File: src/rtl/adder_pkg.sv
// Shared types and constants for the host end of the serial adder link.
package adder_pkg;

  typedef enum logic [2:0] {
    IDLE,
    SEND,
    WAIT,
    RECV,
    DONE
  } host_state_e;

  localparam int DEFAULT_TIMEOUT = 16;

  // The sum of two op_w-bit operands needs one extra bit for the carry.
  function automatic int res_width(input int op_w);
    return op_w + 1;
  endfunction

endpackage

File: src/rtl/serial_shift_piso.sv
// Parallel-in / serial-out shifter, LSB first, with a registered serial output.
module serial_shift_piso #(
  parameter int W = 2
) (
  input  logic         clk,
  input  logic         rst,
  input  logic         load_i,
  input  logic         shift_i,
  input  logic         clr_i,
  input  logic [W-1:0] data_i,
  output logic         sout_o
);

  logic [W-1:0] sh_q;
  logic         sout_q;

  // Bit 0 goes straight to the output on load; the rest waits in sh_q.
  always_ff @(posedge clk) begin
    if (rst || clr_i) begin
      sh_q   <= '0;
      sout_q <= 1'b0;
    end else if (load_i) begin
      sh_q   <= data_i >> 1;
      sout_q <= data_i[0];
    end else if (shift_i) begin
      sh_q   <= sh_q >> 1;
      sout_q <= sh_q[0];
    end
  end

  assign sout_o = sout_q;

endmodule

File: src/rtl/serial_adder_host.sv
// Host endpoint for the serial adder: serializes an operand pair, then
// collects the serial sum frame and hands it back with an error flag.
module serial_adder_host
  import adder_pkg::*;
#(
  parameter int OP_W    = 2,
  parameter int TIMEOUT = DEFAULT_TIMEOUT
) (
  input  logic                         clk,
  input  logic                         rst,
  input  logic                         op_valid,
  output logic                         op_ready,
  input  logic [OP_W-1:0]              op_a,
  input  logic [OP_W-1:0]              op_b,
  output logic                         en_i,
  output logic                         ina,
  output logic                         inb,
  input  logic                         en_o,
  input  logic                         out,
  output logic                         res_valid,
  input  logic                         res_ready,
  output logic [res_width(OP_W)-1:0]   res_sum,
  output logic                         res_err
);

  localparam int RES_W = res_width(OP_W);
  localparam int CNT_W = (OP_W > 1) ? $clog2(OP_W) : 1;
  localparam int IDX_W = $clog2(RES_W);
  localparam int TMO_W = $clog2(TIMEOUT + 1);

  host_state_e      state_q, state_d;
  logic [CNT_W-1:0] send_cnt_q, send_cnt_d;
  logic [TMO_W-1:0] tmo_cnt_q, tmo_cnt_d;
  logic [IDX_W-1:0] idx_q, idx_d;
  logic [RES_W-1:0] rx_q, rx_d, rx_cap;
  logic [RES_W-1:0] res_sum_q, res_sum_d;
  logic             res_valid_q, res_valid_d;
  logic             res_err_q, res_err_d;
  logic             op_ready_q, op_ready_d;
  logic             en_i_q, en_i_d;
  logic             piso_load, piso_shift, piso_clr;

  serial_shift_piso #(.W(OP_W)) u_piso_a (
    .clk(clk), .rst(rst), .load_i(piso_load), .shift_i(piso_shift),
    .clr_i(piso_clr), .data_i(op_a), .sout_o(ina)
  );

  serial_shift_piso #(.W(OP_W)) u_piso_b (
    .clk(clk), .rst(rst), .load_i(piso_load), .shift_i(piso_shift),
    .clr_i(piso_clr), .data_i(op_b), .sout_o(inb)
  );

  // Receive word with the incoming bit merged in at the current index.
  for (genvar gi = 0; gi < RES_W; gi++) begin : g_rx_cap
    assign rx_cap[gi] = (idx_q == IDX_W'(gi)) ? out : rx_q[gi];
  end

  always_comb begin
    state_d     = state_q;
    send_cnt_d  = send_cnt_q;
    tmo_cnt_d   = tmo_cnt_q;
    idx_d       = idx_q;
    rx_d        = rx_q;
    res_sum_d   = res_sum_q;
    res_valid_d = res_valid_q;
    res_err_d   = res_err_q;
    en_i_d      = 1'b0;
    piso_load   = 1'b0;
    piso_shift  = 1'b0;
    piso_clr    = 1'b0;

    unique case (state_q)
      IDLE: begin
        if (op_valid && op_ready_q) begin
          state_d    = SEND;
          piso_load  = 1'b1;
          send_cnt_d = '0;
          idx_d      = '0;
          rx_d       = '0;
          en_i_d     = 1'b1;
        end
      end
      SEND: begin
        if (send_cnt_q == CNT_W'(OP_W - 1)) begin
          state_d   = WAIT;
          piso_clr  = 1'b1;
          tmo_cnt_d = '0;
        end else begin
          piso_shift = 1'b1;
          send_cnt_d = send_cnt_q + CNT_W'(1);
          en_i_d     = 1'b1;
        end
      end
      WAIT: begin
        // A reply takes priority over a timeout landing in the same cycle.
        if (en_o) begin
          rx_d[0] = out;
          idx_d   = IDX_W'(1);
          state_d = RECV;
        end else if (tmo_cnt_q == TMO_W'(TIMEOUT - 1)) begin
          state_d     = DONE;
          res_valid_d = 1'b1;
          res_err_d   = 1'b1;
          res_sum_d   = '0;
        end else begin
          tmo_cnt_d = tmo_cnt_q + TMO_W'(1);
        end
      end
      RECV: begin
        if (en_o) begin
          rx_d = rx_cap;
          if (idx_q == IDX_W'(RES_W - 1)) begin
            state_d     = DONE;
            res_valid_d = 1'b1;
            res_err_d   = 1'b0;
            res_sum_d   = rx_cap;
          end else begin
            idx_d = idx_q + IDX_W'(1);
          end
        end else begin
          state_d     = DONE;
          res_valid_d = 1'b1;
          res_err_d   = 1'b1;
          res_sum_d   = '0;
        end
      end
      DONE: begin
        if (res_ready) begin
          state_d     = IDLE;
          res_valid_d = 1'b0;
        end
      end
      default: state_d = IDLE;
    endcase

    op_ready_d = (state_d == IDLE);
  end

  always_ff @(posedge clk) begin
    if (rst) begin
      state_q     <= IDLE;
      send_cnt_q  <= '0;
      tmo_cnt_q   <= '0;
      idx_q       <= '0;
      rx_q        <= '0;
      res_sum_q   <= '0;
      res_valid_q <= 1'b0;
      res_err_q   <= 1'b0;
      op_ready_q  <= 1'b0;
      en_i_q      <= 1'b0;
    end else begin
      state_q     <= state_d;
      send_cnt_q  <= send_cnt_d;
      tmo_cnt_q   <= tmo_cnt_d;
      idx_q       <= idx_d;
      rx_q        <= rx_d;
      res_sum_q   <= res_sum_d;
      res_valid_q <= res_valid_d;
      res_err_q   <= res_err_d;
      op_ready_q  <= op_ready_d;
      en_i_q      <= en_i_d;
    end
  end

  assign op_ready  = op_ready_q;
  assign en_i      = en_i_q;
  assign res_valid = res_valid_q;
  assign res_sum   = res_sum_q;
  assign res_err   = res_err_q;

endmodule

File: config.mk
export PLATFORM = sky130hd
export DESIGN_NAME = serial_adder_host
export DESIGN_NICKNAME = d
export VERILOG_FILES = /design/src/rtl/adder_pkg.sv /design/src/rtl/serial_shift_piso.sv /design/src/rtl/serial_adder_host.sv
export SDC_FILE = /design/constraint.sdc
export NUM_CORES = 1
export LEC_CHECK = 0
export ABC_AREA = 1
export BUFFER_PORTS_ARGS = -buffer_cell sky130_fd_sc_hd__buf_2
export CORE_ASPECT_RATIO = 0.6
export CORE_MARGIN = 2
export CORE_UTILIZATION = 30
export DETAILED_ROUTE_END_ITERATION = 8
export PLACE_DENSITY = 0.44
export SLEW_MARGIN = 20
export SYNTH_ARGS = -nofsm -noshare
export SYNTH_HDL_FRONTEND = slang
export SYNTH_SLANG_ARGS = --single-unit
File: constraint.sdc
create_clock -name clk -period 2.8 [get_ports clk]
set_clock_uncertainty 0.2 [all_clocks]
set_input_delay 0.56 -clock clk [delete_from_list [all_inputs] [get_ports clk]]
set_output_delay 0.56 -clock clk [all_outputs]
set_load 0.05 [all_outputs]
==> out/summary.txt, run 1 <==
Status: finished clean
Number of port buffers: 18
Worst path arrival time: 1.89 ns
Syn avg cell area: 6.930 um2
Grt total ovfl: 0
Largest net degree at the start of global routing: 16
Syn Inst Count: 193
Warning count from the yosys run: 0
Worst-margin pin slew: 0.4448 ns
Setup WS pre-CTS: 0.8808 ns
First-pass GRT wire length: 5.388 mm
Hold buffers post-CTS: 0
Antenna cells: 0
CTS root buf: clkbuf_8
Reg-to-reg slack, setup: 0.87 ns
CP dominant cell by count: nand2_1
Ratio of cells with drive above 1 in the final layout: 0.1776
Placed Cells: 270
Clock-pin transition on the worst setup and hold timing paths: 0.10 ns
Clock power share: 0.242
Slowest CP cell: dfxtp_1
#FFs+latches synth: 25
Slew Viols, Final: 0
Slew Limit Headroom: 0.7003
Max rail drop VDD: 0.1991 mV
Number of synthesized flops with an enable pin: 0
Via count: 1278
CTS Sinks: 25
IO Count: 19
Net Sw Power: 0.0003511 W
Reg power frac: 0.450
Main synth FF type: dfxtp_1
Max Fclk: 0.5179 GHz
Die H: 55.72 um
Post CTS Setup Buffer Count: 0
H-tree depth: 1
Number of max-cap violations: 0
# rows: 18
Worst Min Path Start: res_err$_SDFFE_PP0P_
Area after DPL: 1499 um2
RR Startpoint: tmo_cnt_q[0]$_SDFFE_PP0P_
Final hold vios: 0
Worst EP required: 2.76 ns
CP endpoint kind: flip-flop
Die Area: 5026 um2
Max Root-Sink Buffers: 2
Mapped cell area: 1338 um2
Routed wire per std cell: 12.07 um
Overall routing resource usage: 0.1364
Setup violations, final: 0
Power Density: 603.3 nW/um2
Drt total wl: 3.307 mm
Initial antenna violation count: 0
Final net count: 230
Reg2reg end: res_sum[0]$_SDFFE_PP0P_
Final non-filler cell total: 274
Critical Path, Cell by Cell: ha_1 -> nand2_1 -> nor2_1 -> ha_1 -> inv_1 -> a21oi_1 -> nand2_1 -> nand2_1 -> a21oi_1
Combinational Power Share: 0.308
RD Place Congestion: 0.8379
Setup crit start kind: flip-flop
Skew-Pair Late Insertion Delay: 0.27 ns
Final setup margin: 0.8691 ns
Pleak: 0.6747 nW
Antenna-violating nets left: 0
Sw Ratio: 0.3760
Worst Hold End: res_err$_SDFFE_PP0P_
CTS Buf Count: 3
Via-to-Cell Ratio: 4.664
Critical path type: flip-flop to flip-flop
FFs w/ async S/R, synth: 0
Tcrit/Tclk final: 0.6896
Initial Utilization: 0.3193
CP peak stage delay: 0.40 ns
Layout area overhead: 15.72%
Number of global-route vias before repair: 1109
Crit Path Max Fanout: 5
Reg2reg path depth: 9
Post-Syn Nets: 208
Setup TNS: 0 ns
Core area: 4189 um2
Post-cts resize count: 0
Residual DRC count: 0
Drt pass-1 iters: 5
Register area share after synthesis: 0.3742
CTS tree: done
Netlist cell types: 23
Int Power: 0.0005826 W
Design area: 1548 um2
Worst Hold Depth: 2
Setup repair after global routing missed its margin: no
Iter 0 DRT Violations: 67
Min Hold Slack: 0.2660 ns
Min Tclk post-route: 1.931 ns
DIE WIDTH: 90.20 um
HPWL after detailed placement: 2.625 mm
Worst Hold Class: flip-flop to flip-flop
cells in the mapped netlist (all sizes together) (2+ instances only):
| master | n | share of area |
|---|---|---|
| a21oi | 20 | 0.075 |
| dfxtp | 25 | 0.37 |
| ha | 5 | 0.047 |
| inv | 28 | 0.079 |
| nand2 | 49 | 0.15 |
| nand3 | 17 | 0.077 |
| nand3b | 2 | 0.011 |
| nand4 | 6 | 0.033 |
| nor2 | 23 | 0.074 |
| nor3 | 2 | 0.0075 |
| o21ai | 12 | 0.045 |
cells in the final DEF (no fill, tap or decap), drive strengths merged:
master / synthesis / routed
ha: 5 / 5
clkinvlp: 0 / 1
nand3: 17 / 17
o21ai: 12 / 12
nor3: 2 / 2
nand3b: 2 / 2
xnor2: 1 / 1
dfxtp: 25 / 25
nand4: 6 / 6
inv: 28 / 28
nand2: 49 / 49
a21oi: 20 / 20
nor2: 23 / 23
and2: 1 / 1
clkbuf: 1 / 3
buf: 0 / 18
o211ai: 1 / 1
worst max path at each step:
| stage | start | depth (start not counted) | end |
|---|---|---|---|
| floorplan | tmo_cnt_q[0]$_SDFFE_PP0P_ | 9 | res_sum[0]$_SDFFE_PP0P_ |
| global placement | tmo_cnt_q[0]$_SDFFE_PP0P_ | 9 | res_sum[0]$_SDFFE_PP0P_ |
| detailed placement | tmo_cnt_q[0]$_SDFFE_PP0P_ | 9 | res_sum[0]$_SDFFE_PP0P_ |
| CTS | tmo_cnt_q[0]$_SDFFE_PP0P_ | 9 | res_sum[0]$_SDFFE_PP0P_ |
| global route | tmo_cnt_q[0]$_SDFFE_PP0P_ | 9 | res_sum[1]$_SDFFE_PP0P_ |
| finish | tmo_cnt_q[0]$_SDFFE_PP0P_ | 9 | res_sum[0]$_SDFFE_PP0P_ |
power groups by stage:
stage / logic (W) / registers (W) / clock network, W
after floorplan: 0.000178 / 0.000466 / 0
after global placement: 0.000285 / 0.000427 / 0
after detailed placement: 0.000286 / 0.000429 / 0
after CTS: 0.000287 / 0.000421 / 0.000234
after global routing: 0.000322 / 0.000427 / 0.000251
final: 0.000287 / 0.000421 / 0.000226
cells by family (layout without fill, tap and decap cells):
family	Yosys count	after routing	share of synthesized area
AO/OA/AOI/OAI	33	33	0.1356
adder cells (fa/ha/maj)	5	5	0.04677
XOR/XNOR	1	1	0.006549
flip-flops	25	25	0.3742
AND/OR/NAND/NOR	100	100	0.3555
buffers and inverters	29	50	0.08138
per-layer routing:
layer  global-route usage  share of wire  wire length, um  vias up
met3              0.04201          0.064              210        2
met1               0.2051           0.55             1806      576
li1                     -              -                -      666
met2               0.1869           0.38             1271       34
met5                    0              0                0        -
met4              0.03297         0.0051               17        0
sequential cells by signal (all words and copies together) (netlist names):
name             cells
res_err              1
res_sum              3
tmo_cnt_q            5
idx_q                2
u_piso_b.sout_o      1
rx_q                 3
u_piso_a.sout_o      1
en_i                 1
send_cnt_q           1
u_piso_b.sh_q        1
u_piso_a.sh_q        1
op_ready             1
state_q              3
res_valid            1
per-stage QoR:
| step | utilization | power [W] |
|---|---|---|
| detailed placement | 0.3578 | 0.0007151 |
| global route | 0.3695 | 0.001000 |
| floorplan | - | 0.0006445 |
| finish | 0.3695 | 0.0009337 |
| global placement | 0.3578 | 0.0007118 |
| CTS | 0.3695 | 0.0009423 |
critical path: cells and delay by family, from the launching register on:
| family | cells | cell delay [ns] |
|---|---|---|
| compound gates | 2 | 0.37 |
| fa+ha+maj | 2 | 0.35 |
| buf+inv | 1 | 0.08 |
| flops | 1 | 0.40 |
| simple gates | 4 | 0.43 |
final cells by class:
type                            count  area [um2]
Inverter                           28       105.1
Clock buffer                        3       41.29
Timing Repair Buffer               18       90.09
Clock inverter                      1       7.507
Tap cell                           60       75.07
Fill cell                         468        2641
Sequential cell                    25       500.5
Multi-Input combinational cell    139       728.2
(Power assumes the default switching activity.)
==> run 2: changes to the inputs <==
- clock period: 2.8 -> 1.8 ns (I/O delays scaled with it)
==> out/summary.txt, run 2 (synthesis gave the netlist of run 1 again) <==
Worst-margin pin slew: 0.2947 ns
Util after Layout: 0.3996
First-pass GRT wire length: 5.747 mm
Setup crit start kind: flip-flop
Worst EP required: 1.81 ns
Setup TNS: 0 ns
CP endpoint kind: flip-flop
Max rail drop VDD: 0.2661 mV
Most common cell after layout, fill and taps aside: nand2_1
Initial Utilization: 0.3193
Critical path type: flip-flop to flip-flop
Antenna-violating nets left: 0
Crit Path Max Fanout: 3
Final setup margin: 0.08998 ns
Via count: 1309
Slew Limit Headroom: 0.8015
HPWL after detailed placement: 2.721 mm
CTS Sinks: 25
CTS tree: done
Final hold vios: 0
H-tree depth: 1
Number of max-cap violations: 0
Die Area: 5026 um2
Drt pass-1 iters: 4
Max Fclk: 0.5848 GHz
Setup WS pre-CTS: -0.01560 ns
CTS Buf Count: 3
Pleak: 0.7353 nW
Ratio of cells with drive above 1 in the final layout: 0.2743
Largest net degree at the start of global routing: 15
Tcrit/Tclk final: 0.9500
Final net count: 242
Drt total wl: 3.417 mm
Residual DRC count: 0
Worst path arrival time: 1.72 ns
Initial antenna violation count: 0
Biggest register: tmo_cnt_q
Skew-Pair Late Insertion Delay: 0.27 ns
DIE WIDTH: 90.20 um
Setup violations, final: 0
Die H: 55.72 um
Iter 0 DRT Violations: 78
Status: finished clean
Commonest cells after routing, fill and taps aside: 45 x nand2_1, 22 x inv_1, 22 x dfxtp_1
Power Density: 891.0 nW/um2
Clock-pin transition on the worst setup and hold timing paths: 0.09 ns
Antenna cells: 0
Core area: 4189 um2
Overall routing resource usage: 0.1441
CTS root buf: clkbuf_8
IO Count: 19
Routed wire per std cell: 11.95 um
# rows: 18
Min Tclk post-route: 1.710 ns
Setup repair after global routing missed its margin: yes
Number of global-route vias before repair: 1164
Number of port buffers: 18
Reg-to-reg slack, setup: 0.09 ns
Grt total ovfl: 0
RD Place Congestion: 0.7967
Slew Viols, Final: 0
Max Root-Sink Buffers: 2
Via-to-Cell Ratio: 4.577
Largest register FFs: 5
Worst Hold Class: primary input to flip-flop
Layout area overhead: 25.16%
-- run 2: layer usage --
| metal | wire length [um] | up-vias | GRT usage |
|---|---|---|---|
| met5 | 0 | - | 0 |
| met4 | 27 | 0 | 0.03956 |
| met3 | 311 | 2 | 0.04065 |
| met2 | 1271 | 42 | 0.1901 |
| met1 | 1807 | 574 | 0.2229 |
| li1 | - | 691 | - |
-- run 2: area by class of cell --
cell class,count,area (um2)
clock inverter,1,5.005
sequential,25,506.7
fill,478,2515
inverter,28,105.1
timing repair buffer,30,180.2
multi-input combinational,139,760.7
tap,60,75.07
clock buffer,3,41.29
-- run 2: worst paths after layout --
path,startpoint,end,cells after the start
worst max-delay path,tmo_cnt_q[1]$_SDFFE_PP0P_,res_sum[2]$_SDFFE_PP0P_,9
worst min-delay path,op_b[1],u_piso_b.sh_q[0]$_SDFFE_PP0P_,3
worst max register to register,tmo_cnt_q[1]$_SDFFE_PP0P_,res_sum[2]$_SDFFE_PP0P_,9
worst min register to register,res_err$_SDFFE_PP0P_,res_err$_SDFFE_PP0P_,2
-- run 2: critical path, cell delays in order (launching register included) --
cell	delay (ns)
dfxtp_4	0.37
ha_4	0.12
nand2_1	0.06
nor2_2	0.12
ha_2	0.18
inv_2	0.06
a21oi_2	0.14
buf_4	0.13
nand4_1	0.12
a21oi_2	0.15
-- run 2: metrics by stage --
step	hold slack (ns)	cell area (um2)	std cells	power, W
2_1_floorplan	0.2291	1338	193	0.001003
3_3_place_gp	0.2390	1567	279	0.001140
3_5_place_dp	0.2418	1567	279	0.001150
4_1_cts	0.1257	1617	283	0.001492
5_1_grt	0.1366	1674	286	0.001610
6_report	0.1313	1674	286	0.001492
-- run 2: what timing repair did --
action,4_1_cts,5_1_grt
pin swaps,0,6
hold buffers,0,0
endpoints found under the setup margin,3,14
setup buffers,0,3
resized for setup,1,13
-- run 2: power breakdown --
part	total [W]	internal, W	switching [W]
clock	0.000334	0.000155	0.000179
sequential	0.000653	0.000616	0.0000372
combinational	0.000504	0.000171	0.000333
